## config.mk

```make
export PLATFORM = sky130hd
export DESIGN_NAME = alu_pipelined_muldiv
export DESIGN_NICKNAME = d
export VERILOG_FILES = /design/src/rtl/alu_pipelined_muldiv.sv
export SDC_FILE = /design/constraint.sdc
export NUM_CORES = 1
export LEC_CHECK = 0
export CAP_MARGIN = 20
export CORE_MARGIN = 5
export CORE_UTILIZATION = 55
export DETAILED_ROUTE_END_ITERATION = 12
export PLACE_DENSITY_LB_ADDON = 0.1
export SLEW_MARGIN = 20
export SYNTH_ARGS = -nofsm -noshare
export SYNTH_HDL_FRONTEND = slang
export SYNTH_SLANG_ARGS = --single-unit
```

## constraint.sdc

```tcl
create_clock -name clk -period 2.1 [get_ports clk]
set_input_delay 0.525 -clock clk [delete_from_list [all_inputs] [get_ports clk]]
set_output_delay 0.525 -clock clk [all_outputs]
set_load 0.02 [all_outputs]
```

## src/rtl/alu_pipelined_muldiv.sv

```systemverilog
// Pipelined ALU: single-cycle logic/arith ops with a registered result, plus iterative MUL/DIVU/REMU.
// Build option ALU_MULDIV_EN enables the multiply/divide FSM; without it op codes 1001-1011 are illegal.
module alu_pipelined_muldiv #(
  parameter int WIDTH   = 32,
  parameter int SHAMT_W = 5
) (
  input  logic             clk,
  input  logic             rst_n,
  input  logic             in_valid,
  output logic             in_ready,
  input  logic [WIDTH-1:0] input_a,
  input  logic [WIDTH-1:0] input_b,
  input  logic [3:0]       alu_function,
  output logic             out_valid,
  input  logic             out_ready,
  output logic [WIDTH-1:0] alu_output,
  output logic             zero,
  output logic             div_by_zero,
  output logic             illegal_op
);
  localparam logic [3:0] OP_ADD  = 4'b0000;
  localparam logic [3:0] OP_SUB  = 4'b0001;
  localparam logic [3:0] OP_AND  = 4'b0010;
  localparam logic [3:0] OP_OR   = 4'b0011;
  localparam logic [3:0] OP_SLTU = 4'b0100;
  localparam logic [3:0] OP_XOR  = 4'b0101;
  localparam logic [3:0] OP_SLL  = 4'b0110;
  localparam logic [3:0] OP_SRL  = 4'b0111;
  localparam logic [3:0] OP_SRA  = 4'b1000;
  localparam logic [3:0] OP_SLT  = 4'b1100;
`ifdef ALU_MULDIV_EN
  localparam logic [3:0] OP_MUL  = 4'b1001;
  localparam logic [3:0] OP_DIVU = 4'b1010;
  localparam logic [3:0] OP_REMU = 4'b1011;
`endif

  // Handshake: an op transfers on a rising edge with in_valid & in_ready; a result transfers on a
  // rising edge with out_valid & out_ready, and stays stable while out_valid & ~out_ready.
  logic               accept;
  logic [SHAMT_W-1:0] shamt;
  logic [WIDTH-1:0]   sc_result;
  logic               sc_illegal;

  assign accept = in_valid && in_ready;
  assign shamt  = input_b[SHAMT_W-1:0];

`ifdef ALU_MULDIV_EN
  logic sc_dbz;
  logic start_iter;
`endif

  always_comb begin
    sc_result  = '0;
    sc_illegal = 1'b0;
`ifdef ALU_MULDIV_EN
    sc_dbz     = 1'b0;
    start_iter = 1'b0;
`endif
    case (alu_function)
      OP_ADD:  sc_result = input_a + input_b;
      OP_SUB:  sc_result = input_a - input_b;
      OP_AND:  sc_result = input_a & input_b;
      OP_OR:   sc_result = input_a | input_b;
      OP_SLTU: sc_result = {{(WIDTH-1){1'b0}}, input_a < input_b};
      OP_XOR:  sc_result = input_a ^ input_b;
      OP_SLL:  sc_result = input_a << shamt;
      OP_SRL:  sc_result = input_a >> shamt;
      OP_SRA:  sc_result = $signed(input_a) >>> shamt;
      OP_SLT:  sc_result = {{(WIDTH-1){1'b0}}, $signed(input_a) < $signed(input_b)};
`ifdef ALU_MULDIV_EN
      OP_MUL:  start_iter = 1'b1;
      // Divide by zero bypasses the iteration: quotient all-ones, remainder is the dividend.
      OP_DIVU, OP_REMU: begin
        if (input_b == '0) begin
          sc_dbz    = 1'b1;
          sc_result = alu_function[0] ? input_a : '1;
        end else begin
          start_iter = 1'b1;
        end
      end
`endif
      default: sc_illegal = 1'b1;
    endcase
  end

`ifdef ALU_MULDIV_EN
  typedef enum logic [1:0] {IDLE, MUL, DIV} state_t;
  state_t             state;
  logic [SHAMT_W-1:0] cnt;
  // MUL: acc_q=accumulator, opnd_q=shifting multiplicand, bits_q=multiplier.
  // DIV: acc_q=partial remainder, opnd_q=divisor, bits_q=dividend shifting into quotient.
  logic [WIDTH-1:0]   acc_q;
  logic [WIDTH-1:0]   opnd_q;
  logic [WIDTH-1:0]   bits_q;
  logic               is_rem;
  logic [WIDTH-1:0]   mul_acc;
  logic [WIDTH:0]     div_shift;
  logic [WIDTH:0]     div_diff;
  logic               div_ok;
  logic [WIDTH-1:0]   div_rem;
  logic [WIDTH-1:0]   div_quo;
  logic [WIDTH-1:0]   div_res;
  logic               last;

  assign in_ready  = (state == IDLE) && (!out_valid || out_ready);
  assign mul_acc   = bits_q[0] ? acc_q + opnd_q : acc_q;
  assign div_shift = {acc_q, bits_q[WIDTH-1]};
  assign div_diff  = div_shift - {1'b0, opnd_q};
  assign div_ok    = !div_diff[WIDTH];
  assign div_rem   = div_ok ? div_diff[WIDTH-1:0] : div_shift[WIDTH-1:0];
  assign div_quo   = {bits_q[WIDTH-2:0], div_ok};
  assign div_res   = is_rem ? div_rem : div_quo;
  assign last      = (cnt == SHAMT_W'(WIDTH-1));

  always_ff @(posedge clk or negedge rst_n) begin
    if (!rst_n) begin
      state       <= IDLE;
      cnt         <= '0;
      acc_q       <= '0;
      opnd_q      <= '0;
      bits_q      <= '0;
      is_rem      <= 1'b0;
      out_valid   <= 1'b0;
      alu_output  <= '0;
      zero        <= 1'b0;
      div_by_zero <= 1'b0;
      illegal_op  <= 1'b0;
    end else begin
      if (out_valid && out_ready) out_valid <= 1'b0;
      case (state)
        IDLE: begin
          if (accept) begin
            if (start_iter) begin
              cnt    <= '0;
              acc_q  <= '0;
              is_rem <= alu_function[0];
              if (alu_function == OP_MUL) begin
                state  <= MUL;
                opnd_q <= input_a;
                bits_q <= input_b;
              end else begin
                state  <= DIV;
                opnd_q <= input_b;
                bits_q <= input_a;
              end
            end else begin
              out_valid   <= 1'b1;
              alu_output  <= sc_result;
              zero        <= (sc_result == '0);
              div_by_zero <= sc_dbz;
              illegal_op  <= sc_illegal;
            end
          end
        end
        MUL: begin
          acc_q  <= mul_acc;
          opnd_q <= opnd_q << 1;
          bits_q <= bits_q >> 1;
          cnt    <= cnt + 1'b1;
          if (last) begin
            state       <= IDLE;
            out_valid   <= 1'b1;
            alu_output  <= mul_acc;
            zero        <= (mul_acc == '0);
            div_by_zero <= 1'b0;
            illegal_op  <= 1'b0;
          end
        end
        DIV: begin
          acc_q  <= div_rem;
          bits_q <= div_quo;
          cnt    <= cnt + 1'b1;
          if (last) begin
            state       <= IDLE;
            out_valid   <= 1'b1;
            alu_output  <= div_res;
            zero        <= (div_res == '0);
            div_by_zero <= 1'b0;
            illegal_op  <= 1'b0;
          end
        end
        default: state <= IDLE;
      endcase
    end
  end
`else
  assign in_ready    = !out_valid || out_ready;
  assign div_by_zero = 1'b0;

  always_ff @(posedge clk or negedge rst_n) begin
    if (!rst_n) begin
      out_valid  <= 1'b0;
      alu_output <= '0;
      zero       <= 1'b0;
      illegal_op <= 1'b0;
    end else begin
      if (out_valid && out_ready) out_valid <= 1'b0;
      if (accept) begin
        out_valid  <= 1'b1;
        alu_output <= sc_result;
        zero       <= (sc_result == '0);
        illegal_op <= sc_illegal;
      end
    end
  end
`endif

endmodule

```

==> reports/results.tsv, run 1 <==
stage	metric	value	unit
status	status	did not finish	
status	lastStage	5_1_grt	
status	error_line	[ERROR GRT-0232] Routing congestion too high. Check the congestion heatmap in the GUI.	
placement	hpwl	48460	um
grt	gr-usage-all-layers	90.59	%
cts	cts.hold.buffers_added	0	
cts	clock_sinks	35	
floorplanning	ios	109	
floorplanning	fp.dieW	157.8	um
placement	port_buffers	107	
cts	root_buffer	clkbuf_16	
grt	grt_start_max_net_pins	41	
synthesis	syn_inst	1537	
synthesis	ys_ff_latch	35	
synthesis	synth_flop_cell	dfrtp_1	
synthesis	yosysSeqAreaShare	7.295	%
cts	cts_buffers	5	
placement	gp_congestion	1.154	
synthesis	synth_warnings	0	
cts	htree_levels	2	
floorplanning	rows	54	
synthesis	syn-cell-area	12010	um2
timing	crit_endpoint	zero$_DFFE_PN0P_/D	
cts	cts_max_path_buffers	2	
synthesis	syn-mean-instance-area	7.812	um2
synthesis	synth_edf_count	0	
floorplanning	die_y	157.8	um
synthesis	synthDistinctLibCells	108	
grt	overflow	727	
floorplanning	start_util	55.36	%
timing	worst_endpoint_kind	register input	
synthesis	async_flop_share	100.0	%
placement	place_ws	-2.227	ns
synthesis	syn-num-nets	1708	
-- cell usage after synthesis (15+ instances only) --
library cell  instances  area share, %
nand2_1             155            4.8
nor2_1              115            3.6
a21oi_1             108            4.5
o21ai_0             105            4.4
inv_1                99            3.1
ha_1                 97             10
clkbuf_1             75            2.3
mux4_2               44            8.3
mux2i_1              41            3.4
o211ai_1             37            2.3
dfrtp_1              35            7.3
nand3_1              34            1.4
mux2_2               33            3.1
nor3_1               32            1.3
a211oi_1             27            1.7
mux4_1               27            5.9
nand2b_1             23            1.2
buf_2                21           0.88
nand4_1              21            1.1
a22oi_1              20            1.3
nor2b_1              17           0.89
clkbuf_8             16            1.8
nor4_1               16           0.83
o221ai_1             15            1.1
o31ai_1              15           0.94
-- logic make-up after synthesis --
family          synth area share [%]
compound gates                 30.60
xor+xnor                      0.1459
fa+ha+maj                      10.44
buf+inv                        10.30
flops                          7.295
mux                            21.05
other cells                  0.03123
simple gates                   20.14
-- layer usage --
metal	GRT overflow	track usage, %
met1	8	86.62
met2	445	104.6
met3	14	79.06
met4	257	97.79
met5	3	48.61
-- per-stage QoR --
| stage | hold WS [ns] | utilization [%] | instances | instance area [um2] | TNS (ns) |
|---|---|---|---|---|---|
| after global placement | 0.4627 | 80.34 | 2369 | 17420 | -50.00 |
| after floorplan | 0.2294 | - | 1537 | 12430 | -27.08 |
| after CTS | 0.4825 | 91.62 | 2465 | 19870 | -28.04 |
| after detailed placement | 0.4694 | 80.34 | 2369 | 17420 | -51.74 |
-- repair_timing --
item / in CTS
gates resized for setup: 502
gates cloned: 2
pin swaps: 122
endpoints found under the hold margin: 0
buffers inserted: 89
setup endpoints to repair: 34
==> inputs of run 2 (changes only) <==
--- a/config.mk
+++ b/config.mk
@@ -7,9 +7,9 @@
 export LEC_CHECK = 0
 export CAP_MARGIN = 20
 export CORE_MARGIN = 5
-export CORE_UTILIZATION = 55
+export CORE_UTILIZATION = 40
 export DETAILED_ROUTE_END_ITERATION = 12
-export PLACE_DENSITY_LB_ADDON = 0.1
+export PLACE_DENSITY_LB_ADDON = 0.15
 export SLEW_MARGIN = 20
 export SYNTH_ARGS = -nofsm -noshare
 export SYNTH_HDL_FRONTEND = slang
==> constraint.sdc (replaced) <==
create_clock -name clk -period 2.75 [get_ports clk]
set_input_delay 0.6875 -clock clk [delete_from_list [all_inputs] [get_ports clk]]
set_output_delay 0.6875 -clock clk [all_outputs]
set_load 0.02 [all_outputs]
==> reports/results.tsv, run 2 <==
stage	metric	value	unit
cts	cts_max_path_buffers	2	
synthesis	synth_edf_count	0	
floorplanning	ios	109	
cts	clock_sinks	35	
floorplanning	die-area	33580	um2
route	ant_nets	0	
synthesis	syn-mean-instance-area	7.812	um2
final_layout	fin_nets	2418	
synthesis	synth_commonest_cells	nand2_1 (155), nor2_1 (115), a21oi_1 (108)	
floorplanning	rows	63	
cts	cts_buffers	5	
placement	port_buffers	107	
setup_path	critPathLaunchType	primary input	
setup_path	r2r_start	out_valid$_DFFE_PN0P_	
timing	fin_crit	3.818	ns
synthesis	syn-num-nets	1708	
cts	cts_tree	done	
grt	gr-usage-all-layers	38.55	%
timing	clock.fmax	261.9	MHz
grt	grt_pass1_vias	16220	
final_layout	multi_input_area	11970	um2
setup_path	reg2reg_slack	0.19	ns
placement	hpwl	53210	um
timing	setup_tns	-12.99	ns
final_layout	regMostFlops	alu_output	
placement	place_area	17840	um2
setup_path	worstPathRequired	2.95	ns
hold_path	holdCritStartpoint	alu_output[4]$_DFFE_PN0P_	
hold_path	hold_class	reg2reg	
grt	grt_pass1_wl	100300	um
route	viasPerCell	6.340	
synthesis	synth_top_cell_by_area	ha_1	
power_and_ir_drop	seqPwrFrac	11.2	%
grt	grt_start_max_net_pins	41	
floorplanning	fp.dieW	183.3	um
timing	hold_viol_final	0	
setup_path	end_kind	flip-flop	
route	drc	0	
power_and_ir_drop	cellLeakagePower	0.009081	uW
route	drt-initial-drc-count	1778	
timing	finalCritPeriodShare	138.8	%
placement	gp_congestion	1.034	
timing	rsz0062_at_grt	yes	
synthesis	synthDistinctLibCells	108	
synthesis	ys_ff_latch	35	
timing	finalMaxSlewViolations	0	
cts	clkSlewWorstSetupHoldPaths	0.05	ns
setup_path	critical_path_class	in2reg	
route	routed_wl	68210	um
setup_path	crit_fanout	3	
status	status	complete, but fails checks	
timing	finalWorstSetupSlack	-1.068	ns
power_and_ir_drop	pwr_density_cell	282.5	nW/um2
final_layout	area_growth	74.03	%
placement	dp_cells	2518	
setup_path	crit_start	input_a[0]	
synthesis	yosysSeqAreaShare	7.295	%
final_layout	regArea	875.8	um2
synthesis	synth_most_common_cell	nand2_1	
final_layout	final_cells	2638	
timing	setup-violations-final	28	
floorplanning	core-area	29640	um2
floorplanning	die_y	183.3	um
synthesis	syn-cell-area	12010	um2
synthesis	synth_flop_cell	dfrtp_1	
cts	clk_latency	0.28	ns
power_and_ir_drop	intPower	3300	uW
route	drt_pass1_iterations	5	
cts	htree_levels	2	
final_layout	diodes	0	
route	wl_per_cell	25.86	um
status	violations	negative setup slack	
timing	worstMarginPinSlew	0.8135	ns
final_layout	drive_gt1_share	54.09	%
synthesis	async_flop_share	100.0	%
cts	cts.hold.buffers_added	0	
synthesis	synth_top_area_share	10.11	%
power_and_ir_drop	combPwrFrac	77.7	%
synthesis	syn_inst	1537	
timing	slew_headroom	45.77	%
power_and_ir_drop	p_clk_share	11.1	%
final_layout	design_area	20900	um2
setup_path	cp.arrival	4.02	ns
timing	holdWs	0.4795	ns
floorplanning	start_util	40.51	%
grt	antenna_found_initial	0	
route	vias	16730	
synthesis	synth_warnings	0	
cts	root_buffer	clkbuf_16	
timing	fin_skew	0.006378	ns
flow_run	maxCapViolations	0	
final_layout	mostFrequentLayoutCell	buf_4	
grt	overflow	0	
power_and_ir_drop	ir_worst_vdd	0.3609	mV
synthesis	synthTopCellsByArea	ha_1 (10%), mux4_2 (8.3%), dfrtp_1 (7.3%), mux4_1 (5.9%), nand2_1 (4.8%)	
final_layout	fillerInstances	2450	
power_and_ir_drop	p_switching	2603	uW
final_layout	largest_reg_flops	32	
final_layout	final_cell_mix	buf_4 (654), nand2_1 (150), nor2_1 (99)	
power_and_ir_drop	switching_share	44.09	%
## run 2: power by group through the flow
stage | sequential, uW | combinational, uW | clock, uW
2_1_floorplan | 781 | 1700 | 0
3_3_place_gp | 665 | 3670 | 0
3_5_place_dp | 668 | 3690 | 0
4_1_cts | 662 | 4270 | 670
5_1_grt | 673 | 4800 | 691
6_report | 661 | 4580 | 658
## run 2: final timing paths
kind                                                   end  depth (start not counted)
worst min register to register   alu_output[4]$_DFFE_PN0P_                          2
min in group asynchronous       alu_output[24]$_DFFE_PN0P_                          1
worst max register to register            zero$_DFFE_PN0P_                         10
max in group asynchronous        alu_output[1]$_DFFE_PN0P_                          1
worst min-delay path             alu_output[4]$_DFFE_PN0P_                          2
worst max-delay path            alu_output[14]$_DFFE_PN0P_                         24
## run 2: cell type report
type | instances | share of cell area, %
Multi-Input combinational cell | 1262 | 57.30
Clock buffer | 5 | 0.5988
Sequential cell | 35 | 4.192
Inverter | 101 | 2.078
Clock inverter | 3 | 0.2096
Tap cell | 390 | 2.335
Timing Repair Buffer | 842 | 33.29
## run 2: kinds of logic after synthesis
logic type | share of synthesized area (%)
fa+ha+maj | 10.44
mux | 21.05
other cells | 0.03123
flops | 7.295
buf+inv | 10.30
compound gates | 30.60
xor+xnor | 0.1459
simple gates | 20.14
## run 2: through the flow
step / setup WS (ns) / power [uW] / util (%)
6_report: -1.068 / 5903 / 70.50
3_3_place_gp: -1.996 / 4333 / 60.21
4_1_cts: -0.9737 / 5600 / 68.20
5_1_grt: -1.178 / 6160 / 70.50
3_5_place_dp: -2.132 / 4363 / 60.21
2_1_floorplan: -1.013 / 2479 / -
## run 2: per-layer routing
| metal | global-route usage, % | vias up | share of wire (%) |
|---|---|---|---|
| li1 | - | 7335 | - |
| met1 | 51.57 | 8108 | 40 |
| met2 | 62.06 | 1072 | 45 |
| met3 | 7.438 | 211 | 10 |
| met4 | 14.21 | 0 | 5.2 |
| met5 | 0 | - | 0 |
## run 2: worst max-delay path, stage by stage
cell       delay (ns)
buf_12           0.11
clkinv_8         0.04
ha_4             0.13
inv_2            0.04
fa_2             0.34
nor2b_4          0.15
o311ai_4         0.37
buf_12           0.16
a2111oi_4        0.06
buf_4            0.19
nor3_4           0.14
a221o_2          0.19
a211oi_2         0.06
buf_4            0.15
buf_4            0.12
buf_4            0.12
buf_4            0.12
buf_4            0.12
buf_4            0.12
buf_4            0.12
buf_4            0.12
buf_4            0.12
buf_4            0.12
o21ai_1          0.11
## run 2: what timing repair did
| item | 4_1_cts | 5_1_grt |
|---|---|---|
| endpoints found under the setup margin | 33 | 32 |
| resized for setup | 514 | 129 |
| cloned | 2 | 0 |
| buffers inserted | 81 | 42 |
| pin swaps | 105 | 58 |
(Power assumes the default switching activity.)
